===== src/rtl/vec_pkg.sv =====
// Shared types for the serial vector executor: opcodes, FSM states,
// default geometry and the opcode legality check (VEC_MUL_EN enables mul).
package vec_pkg;

  localparam int VEC_LANES = 4;
  localparam int VEC_WIDTH = 32;

  typedef enum logic [2:0] {
    VOP_ADD = 3'b000,
    VOP_SUB = 3'b001,
    VOP_MUL = 3'b010
  } vop_e;

  typedef enum logic [1:0] {
    ST_IDLE = 2'd0,
    ST_EXEC = 2'd1,
    ST_DONE = 2'd2
  } vstate_e;

  function automatic logic vop_legal(
    input logic [2:0] op
  );
    logic ok;
    ok = (op == VOP_ADD) || (op == VOP_SUB);
`ifdef VEC_MUL_EN
    ok = ok || (op == VOP_MUL);
`endif
    return ok;
  endfunction

endpackage


===== src/rtl/vec_lane_alu.sv =====
// Combinational single-lane add/sub (mul when VEC_MUL_EN is defined).
// Ports: op (3b opcode), a/b (WIDTH operands), y (WIDTH result, modulo 2^WIDTH).
module vec_lane_alu
  import vec_pkg::*;
#(
  parameter int WIDTH = VEC_WIDTH
) (
  input  logic [2:0]       op,
  input  logic [WIDTH-1:0] a,
  input  logic [WIDTH-1:0] b,
  output logic [WIDTH-1:0] y
);

  always_comb begin
    y = '0;
    unique case (1'b1)
      (op == VOP_ADD): y = a + b;
      (op == VOP_SUB): y = a - b;
`ifdef VEC_MUL_EN
      (op == VOP_MUL): y = a * b;
`endif
      default:         y = '0;
    endcase
  end

endmodule


===== src/rtl/vec_serial_exec.sv =====
// Serial vector executor: one lane per clock through a shared lane ALU.
// Ports: clk, rst_n, req_* (valid/ready, op, a, b), rsp_* (valid/ready, result, err).
// Macro VEC_MUL_EN makes opcode 010 legal and builds the lane multiplier.
module vec_serial_exec
  import vec_pkg::*;
#(
  parameter int LANES = VEC_LANES,
  parameter int WIDTH = VEC_WIDTH
) (
  input  logic                   clk,
  input  logic                   rst_n,
  input  logic                   req_valid,
  output logic                   req_ready,
  input  logic [2:0]             req_op,
  input  logic [LANES*WIDTH-1:0] req_a,
  input  logic [LANES*WIDTH-1:0] req_b,
  output logic                   rsp_valid,
  input  logic                   rsp_ready,
  output logic [LANES*WIDTH-1:0] rsp_result,
  output logic                   rsp_err
);

  localparam int CW = (LANES > 1) ? $clog2(LANES) : 1;
  localparam logic [CW-1:0] LAST = CW'(LANES - 1);

  vstate_e                       state;
  logic [CW-1:0]                 cnt;
  logic [2:0]                    op_q;
  logic [LANES-1:0][WIDTH-1:0]   a_q;
  logic [LANES-1:0][WIDTH-1:0]   b_q;
  logic [LANES-1:0][WIDTH-1:0]   res_q;
  logic                          err_q;
  logic [WIDTH-1:0]              lane_y;

  vec_lane_alu #(
    .WIDTH(WIDTH)
  ) u_alu (
    .op(op_q),
    .a (a_q[cnt]),
    .b (b_q[cnt]),
    .y (lane_y)
  );

  assign req_ready  = (state == ST_IDLE);
  assign rsp_valid  = (state == ST_DONE);
  assign rsp_result = res_q;
  assign rsp_err    = err_q;

  // Illegal ops pass through EXEC for exactly one edge with err set,
  // giving the required single-edge latency without touching the ALU.
  always_ff @(posedge clk or negedge rst_n) begin
    if (!rst_n) begin
      state <= ST_IDLE;
      cnt   <= '0;
      op_q  <= '0;
      a_q   <= '0;
      b_q   <= '0;
      res_q <= '0;
      err_q <= 1'b0;
    end else begin
      case (state)
        ST_IDLE: begin
          if (req_valid) begin
            op_q  <= req_op;
            a_q   <= req_a;
            b_q   <= req_b;
            cnt   <= '0;
            res_q <= '0;
            err_q <= !vop_legal(req_op);
            state <= ST_EXEC;
          end
        end
        ST_EXEC: begin
          if (err_q) begin
            state <= ST_DONE;
          end else begin
            res_q[cnt] <= lane_y;
            cnt        <= cnt + CW'(1);
            if (cnt == LAST) state <= ST_DONE;
          end
        end
        ST_DONE: begin
          if (rsp_ready) state <= ST_IDLE;
        end
        default: state <= ST_IDLE;
      endcase
    end
  end

endmodule


===== config.mk =====
export PLATFORM = sky130hd
export DESIGN_NAME = vec_serial_exec
export DESIGN_NICKNAME = d
export VERILOG_FILES = /design/src/rtl/vec_pkg.sv /design/src/rtl/vec_lane_alu.sv /design/src/rtl/vec_serial_exec.sv
export SDC_FILE = /design/constraint.sdc
export NUM_CORES = 1
export LEC_CHECK = 0
export ABC_CLOCK_PERIOD_IN_PS = 6490
export CAP_MARGIN = 30
export CORE_MARGIN = 2
export CORE_UTILIZATION = 51
export DETAILED_ROUTE_END_ITERATION = 8
export GPL_TIMING_DRIVEN = 1
export HOLD_SLACK_MARGIN = 0.1
export PLACE_DENSITY_LB_ADDON = 0.12
export SLEW_MARGIN = 20
export SYNTH_ARGS = -nofsm -noshare
export SYNTH_HDL_FRONTEND = slang
export SYNTH_SLANG_ARGS = --single-unit

===== constraint.sdc =====
create_clock -name clk -period 6.49 [get_ports clk]
set_input_delay 0.649 -clock clk [delete_from_list [all_inputs] [get_ports clk]]
set_output_delay 0.649 -clock clk [all_outputs]
set_load 0.05 [all_outputs]

==> results by group <==
Run status
  • Status: finished clean

Global route
  • First-pass GRT wire length: 78,120 um
  • Antenna violations before repair: 2
  • Total GRT Usage: 0.2662
  • Grt ovf: 0
  • Number of global-route vias before repair: 13,277
  • Pin count of the biggest net entering global routing: 161

Critical path
  • Critical Path AT: roughly 6 ns
  • CP Capture Type: flip-flop
  • Crit path max-delay family: simple AND/OR/NAND/NOR gates
  • Worst path required time: 6.91 ns
  • Crit-path most repeated cell: a21o_1
  • Worst Path Max Fanout: 30
  • CP cell instances: mux4_2, or3_1, nor4_4, nand2_2, or2_4, o41ai_2, xor2_1, ha_1, a21o_1, a21o_1, a21oi_1, o21ai_0, or3b_2, o221ai_1, xnor2_1, a22o_1
  • CP max stage delay: 0.79 ns
  • CP startpoint kind: flip-flop
  • Slowest cell on crit path: dfrtp_4
  • CP Class: reg2reg
  • Worst Path Buf+Inv: 0

STA
  • Final worst path period need: 5.550 ns
  • Worst slew pin tran: 0.8782 ns
  • RSZ-0062 raised after global routing: false
  • Total Neg Setup Slack: 0 ns
  • Pins Over Slew Limit: 0
  • Skew final: roughly 0.018 ns
  • Final setup violation count: 0
  • Worst slew margin: 0.4100
  • Fmax: 180.2 MHz
  • Final hold vios: 0
  • Period utilization: 0.8551

Place
  • HPWL Detailed: 37,390 um
  • GP Congestion: 0.8406
  • Placed insts: 2,145
  • I/O Buffers: 393

Detailed routing
  • Initial drt markers: 847
  • Via count: about 13,000
  • Wire length per cell: 22.48 um
  • Post-route DRC: 0
  • Final WL: approximately 50,000 um
  • Drt first pass iters: 5
  • ANT nets after route: 0
  • Average vias per placed instance: 5.847

Yosys
  • Synth Flop Type: dfrtp_1
  • Sequential area share after synthesis: 0.5343
  • Syn. warnings: 0
  • EDFF count, synth: 0
  • Syn Inst Count: 1,349
  • Post-synthesis sequential element count: roughly 400
  • Area of the mapped netlist: between 0.015 and 0.02 sq mm
  • Ys async rst share: 1.000
  • Synthesized Nets: ~1,600
  • Cell variety after synth: 66
  • Syn avg cell area: 13.61 sq um

Die
  • Die X: 193.7 um
  • Die Footprint: 0.03753 sq mm
  • FP Rows: 69
  • I/O Pins: 394
  • Core area: 0.03548 sq mm
  • Die Y: about 190 um
  • Initial Utilization: 0.5174

Clocking
  • H-tree depth: 2
  • Setup bufs post-CTS: 0
  • Num CTS Buffers: 41
  • TritonCTS clock tree: done
  • CTS Root Cell: clkbuf_16
  • Clock transition at the registers of the reported paths: 0.06 ns
  • Worst skew pair latency: around 0.54 ns
  • Post-CTS Hold Fix Bufs: 0
  • CTS resizes: 0
  • Clk sinks: 392
  • Clock tree buffer depth: 3

Final layout
  • Non-Filler Instances: about 2,200
  • Fillers: approximately 2,600
  • Register area: 0.009817 sq mm
  • Area of the multi-input gates: 0.008164 sq mm
  • Layout net count: between 2,000 and 2,500
  • Ratio of cells with drive above 1 in the final layout: 0.2403
  • Synth-to-layout area growth: 31.40%

Power and ir drop
  • Logic gate share of total power: 0.571
  • Internal cell power: 0.008233 W
  • Share of power burned in registers: 0.270
  • P per Cell Area: about 600 mW/mm^2
  • Psw: 0.006307 W
  • Leakage power: ~10 nW
  • Power share of the clock group: 0.160
  • Switching portion of total power: 0.4337
  • Maximum VDD drop: 0.3795 mV

Run
  • Max Cap Viol: 0

Worst hold path
  • Hold Path Class: in2async
## synth_stat cells (3+ instances only)
| master | instances | area share |
|---|---|---|
| dfrtp_1 | 392 | 0.53 |
| mux2_2 | 260 | 0.16 |
| a22o_1 | 93 | 0.044 |
| clkbuf_1 | 67 | 0.014 |
| nand2_1 | 62 | 0.013 |
| mux4_2 | 59 | 0.072 |
| nor2_1 | 51 | 0.010 |
| o21ai_0 | 47 | 0.013 |
| a21oi_1 | 37 | 0.010 |
| ha_1 | 36 | 0.025 |
| xnor2_1 | 30 | 0.014 |
| xor2_1 | 25 | 0.012 |
| inv_1 | 18 | 0.0037 |
| a21o_1 | 15 | 0.0061 |
| nor3_1 | 10 | 0.0027 |
| o211ai_1 | 9 | 0.0037 |
| a32o_1 | 8 | 0.0044 |
| nand2b_1 | 8 | 0.0027 |
| o31ai_1 | 8 | 0.0033 |
| and2_1 | 6 | 0.0020 |
| and3_1 | 6 | 0.0020 |
| nor2b_1 | 6 | 0.0020 |
| or3_1 | 6 | 0.0020 |
| a211oi_1 | 5 | 0.0020 |
| buf_1 | 5 | 0.0010 |
| mux2i_1 | 5 | 0.0027 |
| a22oi_1 | 4 | 0.0016 |
| mux4_1 | 4 | 0.0057 |
| or2_2 | 4 | 0.0014 |
| a41oi_1 | 3 | 0.0014 |
| and4_1 | 3 | 0.0014 |
| buf_6 | 3 | 0.0018 |
| nand3_1 | 3 | 0.00082 |
| nand4_1 | 3 | 0.0010 |
| o21a_1 | 3 | 0.0012 |
## state kept, by name, indices dropped and copies added, names as in the netlist
| register | cells |
|---|---|
| rsp_err | 1 |
| state | 2 |
| a_q | 128 |
| op_q | 3 |
| cnt | 2 |
| b_q | 128 |
| rsp_result | 128 |
## cells by family (layout without fill, tap and decap cells)
group,count (synthesis),after routing,synth area share
flip-flops,392,392,0.5343
multiplexers,328,328,0.2403
AO/OA/AOI/OAI,257,257,0.1028
AND/OR/NAND/NOR,184,184,0.04961
buffers and inverters,96,503,0.02119
XOR/XNOR,55,55,0.02624
adder cells (fa/ha/maj),37,37,0.02562
other,0,1,0
## final cells by class
| class | instances | share of cell area |
|---|---|---|
| sequential | 392 | 0.4069 |
| multi-input combinational | 861 | 0.3384 |
| timing repair buffer | 414 | 0.1722 |
| clock buffer | 62 | 0.05254 |
| tap | 461 | 0.02391 |
| clock inverter | 9 | 0.003164 |
| inverter | 18 | 0.002801 |
| antenna | 1 | 0.0001037 |
## per-layer routing
layer  wire length [um]  GRT usage  part of all wire
met4                889    0.05852             0.018
met5                 13          0           0.00026
met2              23370     0.4220              0.47
met1              22020     0.3810              0.44
met3               3570    0.05671             0.072
## path summary, 6_finish.rpt
path                                start              to  slack, ns  depth (start not counted)
max                                cnt[0]  rsp_result[31]       0.94                         16
min                                 rst_n         a_q[37]       0.14                          1
max reg2reg                        cnt[0]  rsp_result[31]       0.94                         16
min reg2reg                rsp_result[37]  rsp_result[37]       0.48                          2
max in group asynchronous           rst_n         b_q[87]       4.95                          3
min in group clk           rsp_result[37]  rsp_result[37]       0.48                          2
## stage by stage
stage	util	setup slack [ns]	hold slack, ns	power [W]	instance area [sq um]
finish	0.6799	0.9403	0.1429	0.01454	24130
global route	0.6799	0.4378	0.2203	0.01552	24130
CTS	0.6791	0.9222	0.1917	0.01451	24100
detailed placement	0.6412	0.9513	0.4697	0.01216	22750
global placement	0.6406	1.047	0.4612	0.01193	22730
floorplan	-	1.739	0.3534	0.009700	18360
## layout by cell type, fill, tap and decap left out, types with 5 or more instances in the layout
master,n
nor3_1,10
mux2i_1,5
buf_4,17
a21oi_1,37
clkinv_2,6
mux2_2,260
dfrtp_1,390
o21ai_0,47
nor2_1,51
a32o_1,8
clkdlybuf4s50_1,392
or3_1,6
a21o_1,15
xor2_1,25
nor2b_1,6
clkbuf_1,7
inv_1,18
and3_1,6
nand2_1,62
and2_1,5
clkbuf_8,12
o211ai_1,9
ha_1,36
a211oi_1,5
o31ai_1,8
clkbuf_16,43
xnor2_1,30
nand2b_1,8
a22o_1,93
mux4_2,59
## power by group through the flow
stage                     Sequential, W  Clock, W  Combinational (W)
final                           0.00392   0.00232            0.00830
after global routing            0.00405   0.00247            0.00901
after floorplan                 0.00400         0            0.00570
after detailed placement        0.00397         0            0.00819
after CTS                       0.00393   0.00236            0.00823
after global placement          0.00392         0            0.00801
(Power assumes the default switching activity.)
